### config.mk
export PLATFORM = sky130hd
export DESIGN_NAME = prtc_host_seq
export DESIGN_NICKNAME = d
export VERILOG_FILES = /design/src/rtl/prtc_host_seq.sv
export SDC_FILE = /design/constraint.sdc
export NUM_CORES = 1
export LEC_CHECK = 0
export CAP_MARGIN = 20
export CORE_MARGIN = 1.5
export CORE_UTILIZATION = 46
export CTS_CLUSTER_DIAMETER = 120
export CTS_CLUSTER_SIZE = 12
export DETAILED_ROUTE_END_ITERATION = 10
export GPL_ROUTABILITY_DRIVEN = 0
export GPL_TIMING_DRIVEN = 0
export PLACE_DENSITY = 0.8
export SETUP_SLACK_MARGIN = 0.05
export SYNTH_ARGS = -nofsm -noshare
export SYNTH_HDL_FRONTEND = slang
export SYNTH_SLANG_ARGS = --single-unit
### constraint.sdc
create_clock -name CLK_14M -period 2.4 [get_ports CLK_14M]
set_input_delay 0.48 -clock CLK_14M [delete_from_list [all_inputs] [get_ports CLK_14M]]
set_output_delay 0.48 -clock CLK_14M [all_outputs]
set_load 0.02 [all_outputs]
### src/rtl/prtc_host_seq.sv
// Host-side sequencer and bus arbiter for the PRTC register pair (C033 DATA / C034 CTL).
// The CPU owns the PRTC bus by default. After a quiet window with no CPU PRTC access, a
// pending host PRAM request takes the bus and is expanded into the six-step extended-PRAM
// protocol while the CPU is held off through cpu_ready.
module prtc_host_seq #(
    parameter int QUIET = 64
) (
    input  logic       CLK_14M,
    input  logic       reset,
    input  logic       cen,
    input  logic       cpu_strobe,
    input  logic       cpu_addr,
    input  logic       cpu_rw,
    input  logic [7:0] cpu_din,
    output logic [7:0] cpu_dout,
    output logic       cpu_ready,
    input  logic       host_req,
    input  logic       host_we,
    input  logic [7:0] host_addr,
    input  logic [7:0] host_wdata,
    output logic       host_ack,
    output logic [7:0] host_rdata,
    output logic       p_strobe,
    output logic       p_addr,
    output logic       p_rw,
    output logic [7:0] p_din,
    input  logic [7:0] p_dout
);

    localparam int CW = (QUIET < 1) ? 1 : $clog2(QUIET + 1);
    localparam logic [CW-1:0] QUIET_MAX = CW'(QUIET);

    typedef enum logic [2:0] {
        ST_CPU,
        ST_S1,
        ST_S2,
        ST_S3,
        ST_S4,
        ST_S5,
        ST_S6,
        ST_DONE
    } state_t;

    state_t        state_q;
    logic [CW-1:0] quiet_q;
    logic          opWe_q;
    logic [7:0]    opAddr_q;
    logic [7:0]    opWdata_q;
    logic [7:0]    rdata_q;

    logic          cpuOwner;
    logic          stepAddr;
    logic          stepRw;
    logic [7:0]    stepDin;

    // Arbitration and step sequencing; host operands are latched at grant so the
    // whole sequence uses one consistent request even if the host lets go early.
    always_ff @(posedge CLK_14M or posedge reset) begin
        if (reset) begin
            state_q   <= ST_CPU;
            quiet_q   <= '0;
            opWe_q    <= 1'b0;
            opAddr_q  <= 8'h00;
            opWdata_q <= 8'h00;
            rdata_q   <= 8'h00;
        end else begin
            case (state_q)
                ST_CPU: begin
                    if (cpu_strobe) begin
                        quiet_q <= '0;
                    end else if (cen) begin
                        if (quiet_q == QUIET_MAX) begin
                            if (host_req) begin
                                state_q   <= ST_S1;
                                opWe_q    <= host_we;
                                opAddr_q  <= host_addr;
                                opWdata_q <= host_wdata;
                            end
                        end else begin
                            quiet_q <= quiet_q + CW'(1);
                        end
                    end
                end
                ST_S1: if (cen) state_q <= ST_S2;
                ST_S2: if (cen) state_q <= ST_S3;
                ST_S3: if (cen) state_q <= ST_S4;
                ST_S4: if (cen) state_q <= ST_S5;
                ST_S5: if (cen) state_q <= ST_S6;
                ST_S6: begin
                    if (cen) begin
                        if (!opWe_q) begin
                            rdata_q <= p_dout;
                        end
                        state_q <= ST_DONE;
                    end
                end
                ST_DONE: begin
                    quiet_q <= '0;
                    state_q <= ST_CPU;
                end
                default: state_q <= ST_CPU;
            endcase
        end
    end

    // Bus values for the current host step; address/rw default to the harmless C034 read.
    always_comb begin
        stepAddr = 1'b1;
        stepRw   = 1'b1;
        stepDin  = 8'h00;
        case (state_q)
            ST_S1: begin
                stepAddr = 1'b0;
                stepRw   = 1'b0;
                stepDin  = {~opWe_q, 4'b0111, opAddr_q[7:5]};
            end
            ST_S2, ST_S4: begin
                stepAddr = 1'b1;
                stepRw   = 1'b0;
                stepDin  = 8'h80;
            end
            ST_S3: begin
                stepAddr = 1'b0;
                stepRw   = 1'b0;
                stepDin  = {1'b0, opAddr_q[4:0], 2'b00};
            end
            ST_S5: begin
                stepAddr = opWe_q ? 1'b0 : 1'b1;
                stepRw   = 1'b0;
                stepDin  = opWe_q ? opWdata_q : 8'hC0;
            end
            ST_S6: begin
                stepAddr = opWe_q ? 1'b1 : 1'b0;
                stepRw   = opWe_q ? 1'b0 : 1'b1;
                stepDin  = opWe_q ? 8'h80 : 8'h00;
            end
            default: begin
                stepAddr = 1'b1;
                stepRw   = 1'b1;
                stepDin  = 8'h00;
            end
        endcase
    end

    assign cpuOwner   = (state_q == ST_CPU) || (state_q == ST_DONE);
    assign cpu_ready  = cpuOwner;
    assign cpu_dout   = p_dout;
    assign host_ack   = (state_q == ST_DONE);
    assign host_rdata = rdata_q;

    // PRTC bus mux: CPU passthrough, a host step only on cen, otherwise the idle drive,
    // so DATA is never left addressed for write outside a real write step.
    always_comb begin
        p_strobe = 1'b0;
        p_addr   = 1'b1;
        p_rw     = 1'b1;
        p_din    = 8'h00;
        if (reset) begin
            p_strobe = 1'b0;
            p_addr   = 1'b1;
            p_rw     = 1'b1;
            p_din    = 8'h00;
        end else if (cpuOwner) begin
            p_strobe = cpu_strobe & cpu_ready;
            p_addr   = cpu_addr;
            p_rw     = cpu_rw;
            p_din    = cpu_din;
        end else if (cen) begin
            p_strobe = 1'b1;
            p_addr   = stepAddr;
            p_rw     = stepRw;
            p_din    = stepDin;
        end
    end

endmodule

==> out/qor.csv, run 1 <==
stage,metric,value,unit
global_route,grt_pass1_vias,1835,
placement,pre_cts_ws,-543.2,ps
yosys,synth_nets,251,
timing,setup_viol,0,
global_route,antenna_found_initial,0,
power_and_ir_drop,power,3.207,mW
floorplanning,die_h,71.46,µm
setup_path,rr_worst_depth,8,
setup_path,crit_cells,8,
timing,fin_crit_sh,98.93,%
yosys,syn_area,2156,µm²
routing,routed_via_density,5.703,
cells_and_area,areaGrowthSynthToFinish,49.91,%
routing,initialDrtViolationCount,177,
timing,setup_ws,25.62,ps
clocking,numCtsBuffers,5,
yosys,synth_xor_area_share,0,%
global_route,grt_pass1_wl,8976,µm
timing,slew_viol_final,0,
yosys,synth_compound_area_share,17.41,%
cells_and_area,fin_nets,339,
yosys,netlist_instances,206,
run,drv_cap,0,
setup_path,rr_startpoint,state_q[1]$_DFFE_PP0P_,
cells_and_area,fillers,312,
clocking,clk_latency,290,ps
clocking,path_clk_slew,70,ps
routing,avgRoutedWirePerCell,17.74,µm
setup_path,cp_max_fo,7,
min_path,min_from,host_rdata[6]$_DFFE_PP0P_,
routing,routedLengthMet1,2503,µm
min_path,hp-class,register to register,
setup_path,cp.arrival,1890,ps
routing,top_layer,met4,
yosys,yosys.area_share.simple,15.50,%
yosys,ys_types,38,
global_route,gr-total-overflow,0,
setup_path,worstSetupEndpointType,output port,
global_route,grt_usage,23.04,%
setup_path,worstSetupStartpointType,input port,
outcome,run_status,"complete, but fails checks",
floorplanning,initial_core_util,48.51,%
cells_and_area,seq_area,877.1,µm²
routing,wl,6156,µm
cells_and_area,diodes,0,
setup_path,cpPeakStageDelay,510,ps
setup_path,path_cells,"clkdlybuf4s50_1, buf_6, nand2_1, nor2_4, buf_4, a22oi_2, nor2_1, buf_4",
setup_path,crit_path_top_delay_cell,clkdlybuf4s50_1,
clocking,hold_buffers,0,
setup_path,crit_type,input port to output port,
routing,wl_met3,486,µm
placement,hpwlAfterDp,4054,µm
clocking,clock-sinks,35,
timing,worstMarginPinSlew,611.6,ps
routing,drtAntennaViolNets,0,
setup_path,critPathCapture,p_din[0],
placement,numPortBuffers,68,
outcome,violations,design-rule violations,
power_and_ir_drop,leakage,1.438,nW
yosys,synth-seq-cells,35,
setup_path,cp_num_buf_inv,4,
setup_path,worstSetupStartpoint,cen,
timing,rsz0062_at_grt,true,
floorplanning,rows,24,
floorplanning,design.die.area,5107,µm²
cells_and_area,drive_gt1_share,31.53,%
timing,relSlewSlack,59.18,%
timing,hold_viol,0,
clocking,htreeDepth,2,
power_and_ir_drop,p_per_area,992.3,nW/µm²
global_route,grt_max_degree,23,
routing,dr.pass1.iters,7,
setup_path,rr_endpoint,opWdata_q[4]$_DFFE_PP0P_,
setup_path,critPathTopFamily,buffers and inverters,
cells_and_area,multi_input_area,1195,µm²
timing,fmax,421.2,MHz
floorplanning,core-area,4444,µm²
routing,vias,1979,
floorplanning,fp.dieW,71.46,µm
timing,final.min_clock_period,2374,ps
power_and_ir_drop,vdd_drop_max,0.5262,mV
yosys,synth_top_family_by_area,compound AO/OA/AOI/OAI gates,
setup_path,rrSetupSlack,350,ps
routing,wl_met2,3039,µm
clocking,cts_tree,yes,
setup_path,critPathRequiredTime,1920,ps
routing,remaining_drc_errors,4,
yosys,syn_area_per_cell,10.47,µm²
clocking,cts-root-buf,clkbuf_8,
timing,fin_worst_skew,5.028,ps
yosys,yosys_warnings,0,
yosys,yosysSeqAreaShare,40.63,%
yosys,synthAdderAreaFrac,2.902,%
setup_path,crit_top_cell,buf_4,
yosys,synth.area.mux_share,15.73,%
clocking,clock_path_buffers,2,
floorplanning,num_io_pins,69,
Yosys cell counts:
cell / count / area (µm²)
nand3b_1: 1 / 7.510
o32ai_1: 1 / 8.760
a22oi_1: 8 / 60.06
clkbuf_1: 4 / 15.01
or3_1: 3 / 18.77
buf_2: 5 / 25.02
a211o_1: 1 / 8.760
dfrtp_1: 35 / 875.8
mux2_2: 15 / 168.9
o211ai_1: 7 / 52.55
o21ai_0: 11 / 55.05
ha_1: 5 / 62.56
nand2b_1: 7 / 43.79
nand2_1: 5 / 18.77
o221ai_1: 1 / 8.760
nor3_4: 1 / 16.27
inv_1: 11 / 41.29
a211o_2: 1 / 10.01
nor3_1: 3 / 15.01
nand4b_4: 1 / 23.77
nor2b_1: 2 / 12.51
o31ai_1: 6 / 45.04
buf_12: 1 / 20.02
nor4b_4: 1 / 23.77
nand3_1: 10 / 50.05
a221oi_1: 1 / 8.760
mux2i_1: 2 / 20.02
nor2_1: 17 / 63.81
buf_4: 9 / 67.56
o2111ai_1: 1 / 8.760
and3_1: 2 / 12.51
mux2_4: 10 / 150.1
a21oi_1: 7 / 35.03
nor3b_1: 1 / 7.510
nor2_8: 1 / 20.02
a21o_1: 2 / 15.01
a32o_1: 4 / 40.04
a31oi_1: 3 / 18.77
cell type report:
| cell class | instances | share of cell area (%) |
|---|---|---|
| Multi-Input combinational cell | 141 | 36.97 |
| Sequential cell | 35 | 27.14 |
| Timing Repair Buffer | 81 | 23.89 |
| Buffer | 19 | 4.994 |
| Clock buffer | 6 | 2.555 |
| Tap cell | 52 | 2.013 |
| Inverter | 11 | 1.355 |
| Clock inverter | 2 | 1.084 |
layer usage:
metal | GRT usage [%] | vias up
met4 | 9.434 | 0
met2 | 38.84 | 107
met1 | 27.33 | 927
met3 | 7.314 | 15
li1 | - | 930
met5 | 0 | -
registers in the layout (all words and copies together), names as in the netlist:
name and count:
opWdata_q 8, opWe_q 1, quiet_q 7, host_rdata 8
state_q 3, opAddr_q 8
worst min path at each step:
stage                                           end  slack, ps  cells after the start
after floorplan              quiet_q[6]$_DFFE_PP0P_        460                      1
after global placement       quiet_q[6]$_DFFE_PP0P_        480                      1
after detailed placement     quiet_q[6]$_DFFE_PP0P_        490                      1
after CTS                    quiet_q[6]$_DFFE_PP0P_        500                      1
after global routing        opAddr_q[2]$_DFFE_PP0P_        530                      1
final                     host_rdata[6]$_DFFE_PP0P_        510                      1
power by group:
group | switching (mW) | total [mW] | leakage (nW) | internal, mW
sequential | 0.0783 | 0.777 | 0.469 | 0.699
combinational | 0.994 | 1.87 | 0.907 | 0.877
clock | 0.222 | 0.558 | 0.0612 | 0.336
total | 1.29 | 3.21 | 1.44 | 1.91
cell usage in the layout (no fill, tap or decap), types with 2 or more instances in the layout:
cell type	synthesis	final
and3_1	2	2
nor3_1	3	2
nor2_1	17	15
a31oi_1	3	3
nand3_1	10	9
buf_4	9	27
clkdlybuf4s50_1	0	56
mux2_2	15	15
buf_6	0	5
mux2_4	10	10
nand2_1	5	4
ha_1	5	4
mux2i_1	2	2
a21o_1	2	2
clkbuf_8	0	6
nor2b_1	2	2
o31ai_1	6	6
or3_1	3	2
o211ai_1	7	7
a22oi_1	8	4
a21oi_1	7	7
nor2_4	0	2
o21ai_0	11	11
a22oi_2	0	4
clkbuf_4	0	2
dfrtp_1	35	34
a32o_1	4	4
clkbuf_1	4	2
buf_2	5	2
inv_1	11	10
nand2b_1	7	7
clkbuf_2	0	2
cell families (layout without fill, tap and decap cells):
| family | Yosys count | after routing |
|---|---|---|
| simple gates | 55 | 55 |
| compound gates | 54 | 54 |
| flops | 35 | 35 |
| buf+inv | 30 | 119 |
| mux | 27 | 27 |
| fa+ha+maj | 5 | 5 |
per-stage QoR:
stage / util (%) / hold slack [ps] / std cells / TNS [ps] / area [µm²]
after global placement: 65.29 / 480.4 / 326 / -8006 / 2902
final: 72.72 / 506.2 / 347 / 0 / 3232
after floorplan: - / 456.2 / 206 / 0 / 2156
after CTS: 70.30 / 503.5 / 343 / 0 / 3124
after global routing: 72.72 / 528.6 / 347 / -33.66 / 3232
after detailed placement: 65.91 / 490.1 / 327 / -5472 / 2929
what timing repair did:
action / CTS / global route
hold endpoints to repair: 0 / 0
cloned: 1 / 0
setup buffers: 7 / 4
endpoints found under the setup margin: 13 / 12
resized for setup: 69 / 19
pin swaps: 2 / 6
Note: power is estimated with default switching activity, not from simulation.
==> run 2: changes to the inputs <==
ABC_AREA = 0   (was not set)
CORE_UTILIZATION = 42   (was 46)
PLACE_DENSITY = 0.77   (was 0.8)
clock period = 2 ns   (was 2.4 ns; I/O delays follow)
==> run 2 against run 1 <==
Compared with the run above:
- the run ends with negative setup slack left
- global-route usage shrank 0.076 points
- die area grew 9.1%
- utilization shrank 1.5 points
- critical endpoint is now p_din[6]
- largest cell class unchanged
==> out/qor.csv, run 2 (synthesized netlist as in run 1, its figures left out) <==
stage,metric,value,unit,change
global_route,antenna_found_initial,0,,unchanged
setup_path,worstSetupStartpoint,state_q[1]$_DFFE_PP0P_,,
cells_and_area,final_core_util,71.25,%,-1.5 points
setup_path,rr_startpoint,state_q[2]$_DFFE_PP0P_,,
setup_path,rr_endpoint,state_q[0]$_DFFE_PP0P_,,
timing,setup_ws,-270.2,ps,-295.8 ps
cells_and_area,diodes,0,,unchanged
setup_path,crit_type,register to output port,,
timing,slew_viol_final,0,,unchanged
power_and_ir_drop,vdd_drop_max,0.6677,mV,+27%
global_route,grt_pass1_wl,9639,µm,+7.4%
clocking,cts-root-buf,clkbuf_8,,
power_and_ir_drop,p_clk_share,13.9,%,-3.5 points
clocking,clk_latency,290,ps,about the same
timing,hold_slack,505.3,ps,-0.9020 ps
timing,worstMarginPinSlew,927.1,ps,+315.4 ps
timing,fin_crit_sh,113.5,%,
timing,rsz0062_at_grt,true,,
cells_and_area,drive_gt1_share,41.31,%,+9.8 points
routing,wl,6557,µm,+6.5%
floorplanning,core-area,4848,µm²,+9.1%
power_and_ir_drop,leakage,1.522,nW,+5.9%
min_path,hp-class,register to register,,
clocking,cts_tree,yes,,
timing,final.min_clock_period,2270,ps,
setup_path,critPathRequiredTime,1600,ps,-320 ps
floorplanning,num_io_pins,69,,unchanged
cells_and_area,final_common_cell,clkdlybuf4s50_1,,
timing,relSlewSlack,38.13,%,-21 points
clocking,clock-sinks,35,,unchanged
cells_and_area,seq_area,877.1,µm²,unchanged
clocking,numCtsBuffers,5,,unchanged
outcome,run_status,"complete, but fails checks",,
power_and_ir_drop,p_int,2.443,mW,+28%
floorplanning,fp.dieW,74.65,µm,+4.5%
cells_and_area,fillers,343,,+9.9%
global_route,grt_pass1_vias,2030,,+11%
global_route,grt_usage,22.96,%,-0.076 points
routing,dr.pass1.iters,4,,-3
floorplanning,design.die.area,5572,µm²,+9.1%
setup_path,critPathCapture,p_din[6],,
power_and_ir_drop,p_seq_share,22.5,%,-1.7 points
clocking,clock_path_buffers,2,,unchanged
timing,hold_viol,0,,unchanged
routing,drtAntennaViolNets,0,,unchanged
power_and_ir_drop,p_per_area,1193,nW/µm²,+20%
setup_path,cp.arrival,1870,ps,-20 ps
placement,pre_cts_ws,-876.0,ps,-332.8 ps
setup_path,rrSetupSlack,110,ps,-240 ps
power_and_ir_drop,net-switching-power,1.679,mW,+30%
clocking,path_clk_slew,70,ps,about the same
timing,fin_worst_skew,3.722,ps,-1.307 ps
routing,routed_via_density,5.594,,-1.9%
cells_and_area,areaGrowthSynthToFinish,60.24,%,
cells_and_area,fin_nets,349,,+2.9%
routing,avgRoutedWirePerCell,17.63,µm,-0.64%
placement,hpwlAfterDp,4067,µm,+0.30%
floorplanning,rows,25,,+4.2%
routing,initialDrtViolationCount,136,,-23%
outcome,violations,negative setup slack,,
setup_path,rr_worst_depth,8,,unchanged
run,drv_cap,0,,unchanged
cells_and_area,multi_input_area,1271,µm²,+6.4%
power_and_ir_drop,comb_power_share,63.6,%,+5.2 points
cells_and_area,final_cell_mix,"clkdlybuf4s50_1, dfrtp_1, buf_4",,
placement,numPortBuffers,68,,unchanged
power_and_ir_drop,swShare,40.73,%,+0.37 points
setup_path,worstSetupStartpointType,register,,
power_and_ir_drop,power,4.123,mW,+29%
timing,fmax,440.5,MHz,
floorplanning,initial_core_util,44.46,%,-4.0 points
setup_path,cp_max_fo,5,,-2
global_route,grt_max_degree,22,,-4.3%
global_route,gr-total-overflow,0,,unchanged
timing,setup_viol,12,,+12
floorplanning,die_h,74.65,µm,+4.5%
clocking,htreeDepth,2,,unchanged
routing,remaining_drc_errors,0,,-4
clocking,hold_buffers,0,,unchanged
routing,vias,2081,,+5.2%
setup_path,worstSetupEndpointType,output port,,
==> run 2: cell count changes in the layout (fill, tap and decap cells not counted), sizes merged <==
cell,delta
clkinv,-1
clkdlybuf4s15,+1
clkdlybuf4s50,-10
clkinvlp,+1
inv,-1
buf,+13
dlygate4sd2,+8
bufinv,-1
==> run 2: power by group through the flow <==
| stage | Sequential [mW] | Combinational, mW | Clock (mW) |
|---|---|---|---|
| after global routing | 0.942 | 2.78 | 0.613 |
| after detailed placement | 0.945 | 1.83 | 0 |
| after CTS | 0.925 | 2.27 | 0.582 |
| after global placement | 0.938 | 1.81 | 0 |
| final | 0.926 | 2.62 | 0.575 |
| after floorplan | 1.03 | 1.08 | 0 |
==> run 2: cell type report <==
cell class              count  area share (%)
multi-input cells         141           36.80
repair buffers             91           26.08
flip-flops and latches     35           25.39
plain buffers              19           4.890
clock buffers               8           2.898
well taps                  67           2.427
inverters                  11           1.521
==> run 2: how the worst min path moves through the flow <==
stage,start,end,slack [ps],cells past startpoint
after floorplan,quiet_q[6]$_DFFE_PP0P_,quiet_q[6]$_DFFE_PP0P_,460,1
after global placement,quiet_q[6]$_DFFE_PP0P_,quiet_q[6]$_DFFE_PP0P_,480,1
after detailed placement,quiet_q[6]$_DFFE_PP0P_,quiet_q[6]$_DFFE_PP0P_,490,1
after CTS,quiet_q[6]$_DFFE_PP0P_,quiet_q[6]$_DFFE_PP0P_,500,1
after global routing,opAddr_q[1]$_DFFE_PP0P_,opAddr_q[1]$_DFFE_PP0P_,530,1
final,quiet_q[6]$_DFFE_PP0P_,quiet_q[6]$_DFFE_PP0P_,510,1
==> run 2: through the flow <==
stage | cells | instance area [µm²] | TNS (ps)
finish | 372 | 3455 | -2183
global route | 372 | 3455 | -2691
CTS | 360 | 3281 | -1966
detailed placement | 342 | 2982 | -15620
global placement | 341 | 2954 | -31520
floorplan | 206 | 2190 | 0
==> run 2: critical path, cell delays in order (launching register included) <==
cell and delay (ps):
dfrtp_2 430, buf_6 120, or3_4 380, nand2_4 100
buf_6 140, a22oi_2 100, nor2_2 160, buf_6 140
==> run 2: layer usage <==
| metal | track usage [%] | vias to the layer above | part of all wire (%) |
|---|---|---|---|
| li1 | - | 939 | - |
| met1 | 28.44 | 1025 | 40 |
| met2 | 38.00 | 102 | 51 |
| met3 | 6.292 | 15 | 7.5 |
| met4 | 9.495 | 0 | 2.2 |
| met5 | 0 | - | 0 |
==> run 2: timing repair <==
action	4_1_cts	5_1_grt
setup endpoints to repair	27	29
pin swaps	13	14
gates cloned	1	0
endpoints found under the hold margin	0	0
resized for setup	116	22
setup buffers	9	12
